**src/rtl/alu_packet_engine_pkg.sv**
```systemverilog
// Shared opcodes, framing constants and FSM state type for the ALU packet engine.
package alu_pkg;

    typedef enum logic [7:0] {
        OP_ADD = 8'hAD,
        OP_SUB = 8'h3B,
        OP_MUL = 8'h63,
        OP_DIV = 8'h5B
    } opcode_e;

    typedef enum logic [3:0] {
        IDLE,
        HDR_RSV,
        HDR_LEN0,
        HDR_LEN1,
        PAYLOAD,
        DRAIN,
        DIVIDE,
        RESP,
        ERR
    } state_e;

    localparam logic [7:0]  ERR_BYTE  = 8'hEE;
    localparam int unsigned HDR_BYTES = 4;

endpackage

```
**src/rtl/alu_packet_engine_if.sv**
```systemverilog
// Request/response byte streams of the ALU packet engine.
interface alu_packet_engine_if;
    logic [7:0] s_axis_tdata;
    logic       s_axis_tvalid;
    logic       s_axis_tready;
    logic [7:0] m_axis_tdata;
    logic       m_axis_tvalid;
    logic       m_axis_tready;

    modport slave (
        input  s_axis_tdata, s_axis_tvalid, m_axis_tready,
        output s_axis_tready, m_axis_tdata, m_axis_tvalid
    );

    modport master (
        output s_axis_tdata, s_axis_tvalid, m_axis_tready,
        input  s_axis_tready, m_axis_tdata, m_axis_tvalid
    );
endinterface

```
**src/rtl/alu_packet_engine_divider.sv**
```systemverilog
// Iterative signed restoring divider: start/done handshake, done WIDTH+1 cycles after start.
module alu_divider #(
    parameter int unsigned WIDTH = 32
) (
    input  logic             clk_i,
    input  logic             rst_i,
    input  logic             i_start,
    input  logic [WIDTH-1:0] i_dividend,
    input  logic [WIDTH-1:0] i_divisor,
    output logic             o_done,
    output logic [WIDTH-1:0] o_quotient,
    output logic [WIDTH-1:0] o_remainder
);
    localparam int unsigned CW = $clog2(WIDTH + 1);

    logic             r_busy;
    logic             r_done;
    logic [CW-1:0]    r_cnt;
    logic [WIDTH-1:0] r_rem;
    logic [WIDTH-1:0] r_quo;
    logic [WIDTH-1:0] r_den;
    logic             r_neg_q;
    logic             r_neg_r;
    logic [WIDTH:0]   w_shift;
    logic [WIDTH:0]   w_diff;
    logic [WIDTH-1:0] w_abs_a;
    logic [WIDTH-1:0] w_abs_b;

    assign w_abs_a = i_dividend[WIDTH-1] ? -i_dividend : i_dividend;
    assign w_abs_b = i_divisor[WIDTH-1]  ? -i_divisor  : i_divisor;
    // Dividend magnitude shifts out of r_quo MSB-first while quotient bits fill from the LSB.
    assign w_shift = {r_rem, r_quo[WIDTH-1]};
    assign w_diff  = w_shift - {1'b0, r_den};
    assign o_done  = r_done;

    always_ff @(posedge clk_i or posedge rst_i) begin
        if (rst_i) begin
            r_busy      <= 1'b0;
            r_done      <= 1'b0;
            r_cnt       <= '0;
            r_rem       <= '0;
            r_quo       <= '0;
            r_den       <= '0;
            r_neg_q     <= 1'b0;
            r_neg_r     <= 1'b0;
            o_quotient  <= '0;
            o_remainder <= '0;
        end else begin
            r_done <= 1'b0;
            if (i_start) begin
                if (i_divisor == '0) begin
                    o_quotient  <= '1;
                    o_remainder <= i_dividend;
                    r_done      <= 1'b1;
                end else begin
                    r_busy  <= 1'b1;
                    r_cnt   <= CW'(WIDTH);
                    r_rem   <= '0;
                    r_quo   <= w_abs_a;
                    r_den   <= w_abs_b;
                    r_neg_q <= i_dividend[WIDTH-1] ^ i_divisor[WIDTH-1];
                    r_neg_r <= i_dividend[WIDTH-1];
                end
            end else if (r_busy) begin
                if (r_cnt == '0) begin
                    r_busy      <= 1'b0;
                    r_done      <= 1'b1;
                    o_quotient  <= r_neg_q ? -r_quo : r_quo;
                    o_remainder <= r_neg_r ? -r_rem : r_rem;
                end else begin
                    r_cnt <= r_cnt - 1'b1;
                    if (!w_diff[WIDTH]) begin
                        r_rem <= w_diff[WIDTH-1:0];
                        r_quo <= {r_quo[WIDTH-2:0], 1'b1};
                    end else begin
                        r_rem <= w_shift[WIDTH-1:0];
                        r_quo <= {r_quo[WIDTH-2:0], 1'b0};
                    end
                end
            end
        end
    end
endmodule

```
**src/rtl/alu_packet_engine.sv**
```systemverilog
// Packet-based ALU: parses opcode/length framed requests, folds operands, streams the result.
// Define ALU_DIV_EN to support the signed DIV opcode and instantiate alu_divider.
module alu_packet_engine
    import alu_pkg::*;
#(
    parameter int unsigned WIDTH        = 32,
    parameter int unsigned MAX_OPERANDS = 6
) (
    input  logic                clk_i,
    input  logic                rst_i,
    alu_packet_engine_if.slave  axis,
    output logic                busy_o
);
    localparam int unsigned BYTES = WIDTH / 8;

    state_e             r_state;
    logic [7:0]         r_opcode;
    logic               r_rsv_bad;
    logic [7:0]         r_len_lo;
    logic [15:0]        r_cnt;
    logic [3:0]         r_sub;
    logic               r_first;
    logic [WIDTH-1:0]   r_acc;
    logic [WIDTH-9:0]   r_opnd;
    logic [2*WIDTH-1:0] r_resp;
    logic [4:0]         r_resp_cnt;
    logic               r_s_tready;
    logic               r_m_tvalid;

    logic               w_s_fire;
    logic               w_m_fire;
    logic [15:0]        w_len;
    logic               w_len_ok;
    logic               w_op_known;
    logic [WIDTH-1:0]   w_operand;
    logic [WIDTH-1:0]   w_fold;

    assign w_s_fire  = axis.s_axis_tvalid & r_s_tready;
    assign w_m_fire  = r_m_tvalid & axis.m_axis_tready;
    assign w_len     = {axis.s_axis_tdata, r_len_lo};
    assign w_operand = {axis.s_axis_tdata, r_opnd};

    assign axis.s_axis_tready = r_s_tready;
    assign axis.m_axis_tvalid = r_m_tvalid;
    assign axis.m_axis_tdata  = r_resp[7:0];
    assign busy_o             = (r_state != IDLE);

    always_comb begin
        w_len_ok = 1'b0;
        for (int unsigned n = 2; n <= MAX_OPERANDS; n++) begin
            if (w_len == 16'(HDR_BYTES + n * BYTES)) w_len_ok = 1'b1;
        end
        w_op_known = (r_opcode == OP_ADD) || (r_opcode == OP_SUB) || (r_opcode == OP_MUL);
`ifdef ALU_DIV_EN
        if (r_opcode == OP_DIV) begin
            w_len_ok   = (w_len == 16'(HDR_BYTES + 2 * BYTES));
            w_op_known = 1'b1;
        end
`endif
    end

    always_comb begin
        w_fold = r_acc;
        if (r_first) begin
            w_fold = w_operand;
        end else begin
            case (r_opcode)
                OP_ADD:  w_fold = r_acc + w_operand;
                OP_SUB:  w_fold = r_acc - w_operand;
                OP_MUL:  w_fold = r_acc * w_operand;
                default: w_fold = r_acc;
            endcase
        end
    end

`ifdef ALU_DIV_EN
    logic             w_div_start;
    logic             w_div_done;
    logic [WIDTH-1:0] w_quo;
    logic [WIDTH-1:0] w_rem;

    // r_acc still holds operand 0 when the divisor's last byte arrives.
    assign w_div_start = (r_state == PAYLOAD) && w_s_fire && (r_cnt == 16'd1) && (r_opcode == OP_DIV);

    alu_divider #(.WIDTH(WIDTH)) u_div (
        .clk_i       (clk_i),
        .rst_i       (rst_i),
        .i_start     (w_div_start),
        .i_dividend  (r_acc),
        .i_divisor   (w_operand),
        .o_done      (w_div_done),
        .o_quotient  (w_quo),
        .o_remainder (w_rem)
    );
`endif

    always_ff @(posedge clk_i or posedge rst_i) begin
        if (rst_i) begin
            r_state    <= IDLE;
            r_opcode   <= '0;
            r_rsv_bad  <= 1'b0;
            r_len_lo   <= '0;
            r_cnt      <= '0;
            r_sub      <= '0;
            r_first    <= 1'b0;
            r_acc      <= '0;
            r_opnd     <= '0;
            r_resp     <= '0;
            r_resp_cnt <= '0;
            r_s_tready <= 1'b0;
            r_m_tvalid <= 1'b0;
        end else begin
            case (r_state)
                IDLE: begin
                    r_s_tready <= 1'b1;
                    if (w_s_fire) begin
                        r_opcode <= axis.s_axis_tdata;
                        r_state  <= HDR_RSV;
                    end
                end
                HDR_RSV: if (w_s_fire) begin
                    r_rsv_bad <= (axis.s_axis_tdata != 8'h00);
                    r_state   <= HDR_LEN0;
                end
                HDR_LEN0: if (w_s_fire) begin
                    r_len_lo <= axis.s_axis_tdata;
                    r_state  <= HDR_LEN1;
                end
                HDR_LEN1: if (w_s_fire) begin
                    r_cnt   <= w_len - 16'(HDR_BYTES);
                    r_sub   <= '0;
                    r_first <= 1'b1;
                    r_acc   <= '0;
                    if (!w_len_ok) begin
                        r_state    <= ERR;
                        r_s_tready <= 1'b0;
                        r_m_tvalid <= 1'b1;
                        r_resp     <= {{(2*WIDTH-8){1'b0}}, ERR_BYTE};
                        r_resp_cnt <= 5'd1;
                    end else if (w_op_known && !r_rsv_bad) begin
                        r_state <= PAYLOAD;
                    end else begin
                        r_state <= DRAIN;
                    end
                end
                PAYLOAD: if (w_s_fire) begin
                    r_cnt  <= r_cnt - 16'd1;
                    r_opnd <= w_operand[WIDTH-1:8];
                    if (r_sub == 4'(BYTES - 1)) begin
                        r_sub   <= '0;
                        r_first <= 1'b0;
                        r_acc   <= w_fold;
                    end else begin
                        r_sub <= r_sub + 4'd1;
                    end
                    if (r_cnt == 16'd1) begin
                        r_s_tready <= 1'b0;
                        r_state    <= RESP;
                        r_m_tvalid <= 1'b1;
                        r_resp     <= {{WIDTH{1'b0}}, w_fold};
                        r_resp_cnt <= 5'(BYTES);
`ifdef ALU_DIV_EN
                        if (r_opcode == OP_DIV) begin
                            r_state    <= DIVIDE;
                            r_m_tvalid <= 1'b0;
                        end
`endif
                    end
                end
                DRAIN: if (w_s_fire) begin
                    r_cnt <= r_cnt - 16'd1;
                    if (r_cnt == 16'd1) begin
                        r_state    <= ERR;
                        r_s_tready <= 1'b0;
                        r_m_tvalid <= 1'b1;
                        r_resp     <= {{(2*WIDTH-8){1'b0}}, ERR_BYTE};
                        r_resp_cnt <= 5'd1;
                    end
                end
`ifdef ALU_DIV_EN
                DIVIDE: if (w_div_done) begin
                    r_state    <= RESP;
                    r_m_tvalid <= 1'b1;
                    r_resp     <= {w_rem, w_quo};
                    r_resp_cnt <= 5'(2 * BYTES);
                end
`endif
                RESP, ERR: if (w_m_fire) begin
                    if (r_resp_cnt == 5'd1) begin
                        r_state    <= IDLE;
                        r_m_tvalid <= 1'b0;
                        r_s_tready <= 1'b1;
                    end else begin
                        r_resp     <= {8'h00, r_resp[2*WIDTH-1:8]};
                        r_resp_cnt <= r_resp_cnt - 5'd1;
                    end
                end
                default: begin
                    r_state    <= IDLE;
                    r_s_tready <= 1'b1;
                    r_m_tvalid <= 1'b0;
                end
            endcase
        end
    end
endmodule

```
**src/flat_wrapper.sv**
```systemverilog
// flat-port wrapper written by rule: the top's interface ports become plain ports
module alu_packet_engine_flat import alu_pkg::*;
#(
    parameter int unsigned WIDTH        = 32,
    parameter int unsigned MAX_OPERANDS = 6
)
  (clk_i, rst_i, busy_o, axis_s_axis_tdata, axis_s_axis_tvalid, axis_m_axis_tready, axis_s_axis_tready, axis_m_axis_tdata, axis_m_axis_tvalid);
  alu_packet_engine_if axis_i ();
  input  logic clk_i;
  input  logic rst_i;
  output logic busy_o;
  input wire logic [$bits(axis_i.s_axis_tdata)-1:0] axis_s_axis_tdata;
  input wire logic [$bits(axis_i.s_axis_tvalid)-1:0] axis_s_axis_tvalid;
  input wire logic [$bits(axis_i.m_axis_tready)-1:0] axis_m_axis_tready;
  output wire logic [$bits(axis_i.s_axis_tready)-1:0] axis_s_axis_tready;
  output wire logic [$bits(axis_i.m_axis_tdata)-1:0] axis_m_axis_tdata;
  output wire logic [$bits(axis_i.m_axis_tvalid)-1:0] axis_m_axis_tvalid;
  assign axis_i.s_axis_tdata = axis_s_axis_tdata;
  assign axis_i.s_axis_tvalid = axis_s_axis_tvalid;
  assign axis_i.m_axis_tready = axis_m_axis_tready;
  assign axis_s_axis_tready = axis_i.s_axis_tready;
  assign axis_m_axis_tdata = axis_i.m_axis_tdata;
  assign axis_m_axis_tvalid = axis_i.m_axis_tvalid;
  alu_packet_engine #(.WIDTH(WIDTH), .MAX_OPERANDS(MAX_OPERANDS)) u_core (.clk_i(clk_i), .rst_i(rst_i), .axis(axis_i), .busy_o(busy_o));
endmodule
```
**config.mk**
```make
export PLATFORM = sky130hd
export DESIGN_NAME = alu_packet_engine_flat
export DESIGN_NICKNAME = d
export VERILOG_FILES = /design/src/rtl/alu_packet_engine_pkg.sv /design/src/rtl/alu_packet_engine_if.sv /design/src/rtl/alu_packet_engine_divider.sv /design/src/rtl/alu_packet_engine.sv /design/src/flat_wrapper.sv
export SDC_FILE = /design/constraint.sdc
export NUM_CORES = 2
export LEC_CHECK = 0
export ABC_AREA = 1
export ABC_CLOCK_PERIOD_IN_PS = 9500
export CORE_MARGIN = 8
export CORE_UTILIZATION = 67
export CTS_CLUSTER_DIAMETER = 80
export DETAILED_ROUTE_END_ITERATION = 12
export PLACE_DENSITY_LB_ADDON = 0.08
export SETUP_SLACK_MARGIN = 0.02
export SLEW_MARGIN = 30
export SYNTH_ARGS = -nofsm -noshare
export SYNTH_HDL_FRONTEND = slang
export SYNTH_SLANG_ARGS = --single-unit
```
**constraint.sdc**
```tcl
create_clock -name clk_i -period 9.5 [get_ports clk_i]
set_input_delay 1.425 -clock clk_i [delete_from_list [all_inputs] [get_ports clk_i]]
set_output_delay 1.425 -clock clk_i [all_outputs]
set_load 0.02 [all_outputs]
```
==> impl_metrics.env <==
export IMPL_status="finished, final reports clean"
export IMPL_syn_area_um2=26700
export IMPL_rsz0062_at_grt="no"
export IMPL_synth_fp_nets=4272
export IMPL_firstDrtPassIters=8
export IMPL_gp_congestion=1.042
export IMPL_die_w_um=215.6
export IMPL_wire_per_inst_um=20.09
export IMPL_worstPathRequired_ps=9840
export IMPL_hold_slack_ps=489.0
export IMPL_yosysWarnings=0
export IMPL_fmax_mhz=125.7
export IMPL_ant_nets=0
export IMPL_dr_first_iter_drc_count=2657
export IMPL_drc=0
export IMPL_grt_max_degree=76
export IMPL_wl_met1_um=31020
export IMPL_synth_top_area_frac=0.3067
export IMPL_p_per_area_nw_per_um2=46.71
export IMPL_die_area_um2=46490
export IMPL_final_nets=4187
export IMPL_hpwl_um=65290
export IMPL_cts_made_buffers=17
export IMPL_fill_cells=3237
export IMPL_synth_cell_types=63
export IMPL_grt_usage=0.3619
export IMPL_synth_largest_area_cell="fa_1"
export IMPL_max_stage_delay_ps=720
export IMPL_core_area_um2=39550
export IMPL_synthCells=3685
export IMPL_avgSynthCellArea_um2=7.244
export IMPL_synth_main_ff_cell="dfrtp_1"
export IMPL_vdd_drop_max_v=0.0001471
export IMPL_route_top_layer_used="met4"
export IMPL_setup_viol=0
export IMPL_wl_met3_um=9172
export IMPL_fin_skew_ps=8.958
export IMPL_start_kind="flop"
export IMPL_tns_ps=0
export IMPL_io_buffers=22
export IMPL_layout_common_cells="1,013 x nand2_1, 884 x inv_1, 409 x fa_1"
export IMPL_grt_pass1_wl_um=132200
export IMPL_wl_met2_um=37770
export IMPL_drt_total_wl_um=83140
export IMPL_crit_type="reg -> reg"
export IMPL_cts_resized=0
export IMPL_ys_seq_area_frac=0.1284
export IMPL_antenna_found_initial=1
export IMPL_clockRootBuffer="clkbuf_16"
export IMPL_max_cap_violations=0
export IMPL_cp_slowest_cell="dfrtp_1"
export IMPL_vias_per_cell=5.840
export IMPL_hp_class="reg -> reg"
export IMPL_htreeDepth=4
export IMPL_hold_viol_final=0
export IMPL_clk_pin_slew_worst_paths_ps=60
export IMPL_num_io_pins=23
export IMPL_power_leakage_nw=16.51
export IMPL_fp_row_count=73
export IMPL_worst_slew_pin_slew_ps=1044
export IMPL_ctsHoldBuffers=0
export IMPL_vias=24160
export IMPL_overflow=0
export IMPL_relSlewSlack=0.3043
export IMPL_fin_crit_sh=0.8375
export IMPL_synth_enable_flop_cells=0
export IMPL_cts_sinks=137
export IMPL_path_max_fanout=16
export IMPL_synthTopCellsByArea="fa_1 31%, nand2_1 14%, dfrtp_1 13%, inv_1 12%, ha_1 7.8%"
export IMPL_num_antenna_cells=0
export IMPL_initial_core_util=0.6750
export IMPL_clockBufferDepth=2
export IMPL_clk_latency_ps=450
export IMPL_arrival_ps=8300
export IMPL_cp_end_kind="flop"
export IMPL_area_growth_pct=4.293
export IMPL_die_h_um=215.6
export IMPL_layout_drive_gt1_share=0.04345
export IMPL_ys_seq_elements=137
export IMPL_grt_pass1_vias=25060
export IMPL_maxSlewViolCount=0
export IMPL_async_reset_ff_frac=1.000
export IMPL_mostFrequentLayoutCell="nand2_1"
export IMPL_cts_tree="yes"
export IMPL_postCtsSetupBuffers=0
export IMPL_period_needed_ps=7956
## logic make-up after synthesis
family	share of synthesized area
buffers and inverters	0.1578
AND/OR/NAND/NOR	0.2134
flip-flops	0.1284
AO/OA/AOI/OAI	0.09580
XOR/XNOR	0.02001
adder cells (fa/ha/maj)	0.3845
## worst paths after layout
| kind | slack (ps) | start | to | depth (start not counted) |
|---|---|---|---|---|
| worst max-delay path | 1540 | u_core.r_opnd[6] | u_core.r_acc[27] | 30 |
| worst min-delay path | 490 | u_core.r_resp[31] | u_core.r_resp[31] | 2 |
| worst max register to register | 1540 | u_core.r_opnd[6] | u_core.r_acc[27] | 30 |
| worst min register to register | 490 | u_core.r_resp[31] | u_core.r_resp[31] | 2 |
| max in group asynchronous | 6950 | rst_i | u_core.r_opnd[17] | 3 |
| min in group asynchronous | 1430 | rst_i | u_core.r_resp[2] | 2 |
## Yosys cell counts, types with 7 or more instances
cell / count
nand2_1: 1013
inv_1: 885
fa_1: 409
ha_1: 166
a21oi_1: 165
nand3_1: 140
dfrtp_1: 137
o21ai_0: 126
clkbuf_1: 115
nor2_1: 111
xor2_1: 43
o21ai_1: 32
nor3_1: 29
o211ai_1: 28
buf_1: 25
buf_2: 24
or2_2: 18
xnor2_1: 18
inv_2: 17
buf_4: 16
nand4_1: 16
a2bb2oi_1: 14
a31oi_1: 12
nand3b_1: 11
a21o_1: 7
nor4_1: 7
or2_1: 7
## cell type report
| type | count | area [µm²] | area share |
|---|---|---|---|
| Multi-Input combinational cell | 2458 | 19070 | 0.6850 |
| Sequential cell | 137 | 3431 | 0.1232 |
| Inverter | 907 | 3420 | 0.1228 |
| Timing Repair Buffer | 79 | 671.9 | 0.02413 |
| Tap cell | 525 | 656.9 | 0.02359 |
| Clock buffer | 18 | 429.2 | 0.01541 |
| Clock inverter | 14 | 162.7 | 0.005842 |
## worst max-delay path: cells and delay by family, from the launching register on
family          cells  cell delay (ps)
compound gates      4             1100
fa+ha+maj           9             4310
buf+inv             6              680
flops               1              720
simple gates       11             1030
## per-layer routing
layer / GRT usage / up-vias
li1: - / 10820
met5: 0 / -
met4: 0.2133 / 0
met3: 0.07986 / 313
met2: 0.5729 / 1386
met1: 0.4534 / 11650
## metrics by stage
step / utilization / instance area [µm²] / cells / setup WS [ps] / total power, W
after CTS: 0.7032 / 27810 / 4137 / 1768 / 0.001305
after floorplan: - / 26700 / 3685 / 2382 / 0.0006167
final: 0.7040 / 27840 / 4138 / 1544 / 0.001300
after detailed placement: 0.6882 / 27220 / 4105 / 1310 / 0.0006332
after global routing: 0.7040 / 27840 / 4138 / 1322 / 0.001329
after global placement: 0.6882 / 27220 / 4105 / 1361 / 0.0006327
## flip-flops by register name, indices dropped and copies added (netlist names)
register and flops:
u_core.axis.m_axis_tvalid 1, u_core.axis.s_axis_tready 1, u_core.r_acc 32, u_core.r_cnt 16, u_core.r_first 1, u_core.r_len_lo 8, u_core.r_opcode 8, u_core.r_opnd 24
u_core.r_resp 32, u_core.r_resp_cnt 5, u_core.r_rsv_bad 1, u_core.r_state 4, u_core.r_sub 4
## where the power goes
group	internal (W)	switching [W]	leakage, nW
clock network	0.000392	0.000286	0.288
registers	0.000583	0	1.56
logic	0.00000895	0.0000303	14.7
total	0.000984	0.000316	16.5
Power figures use the tool's default switching activity.
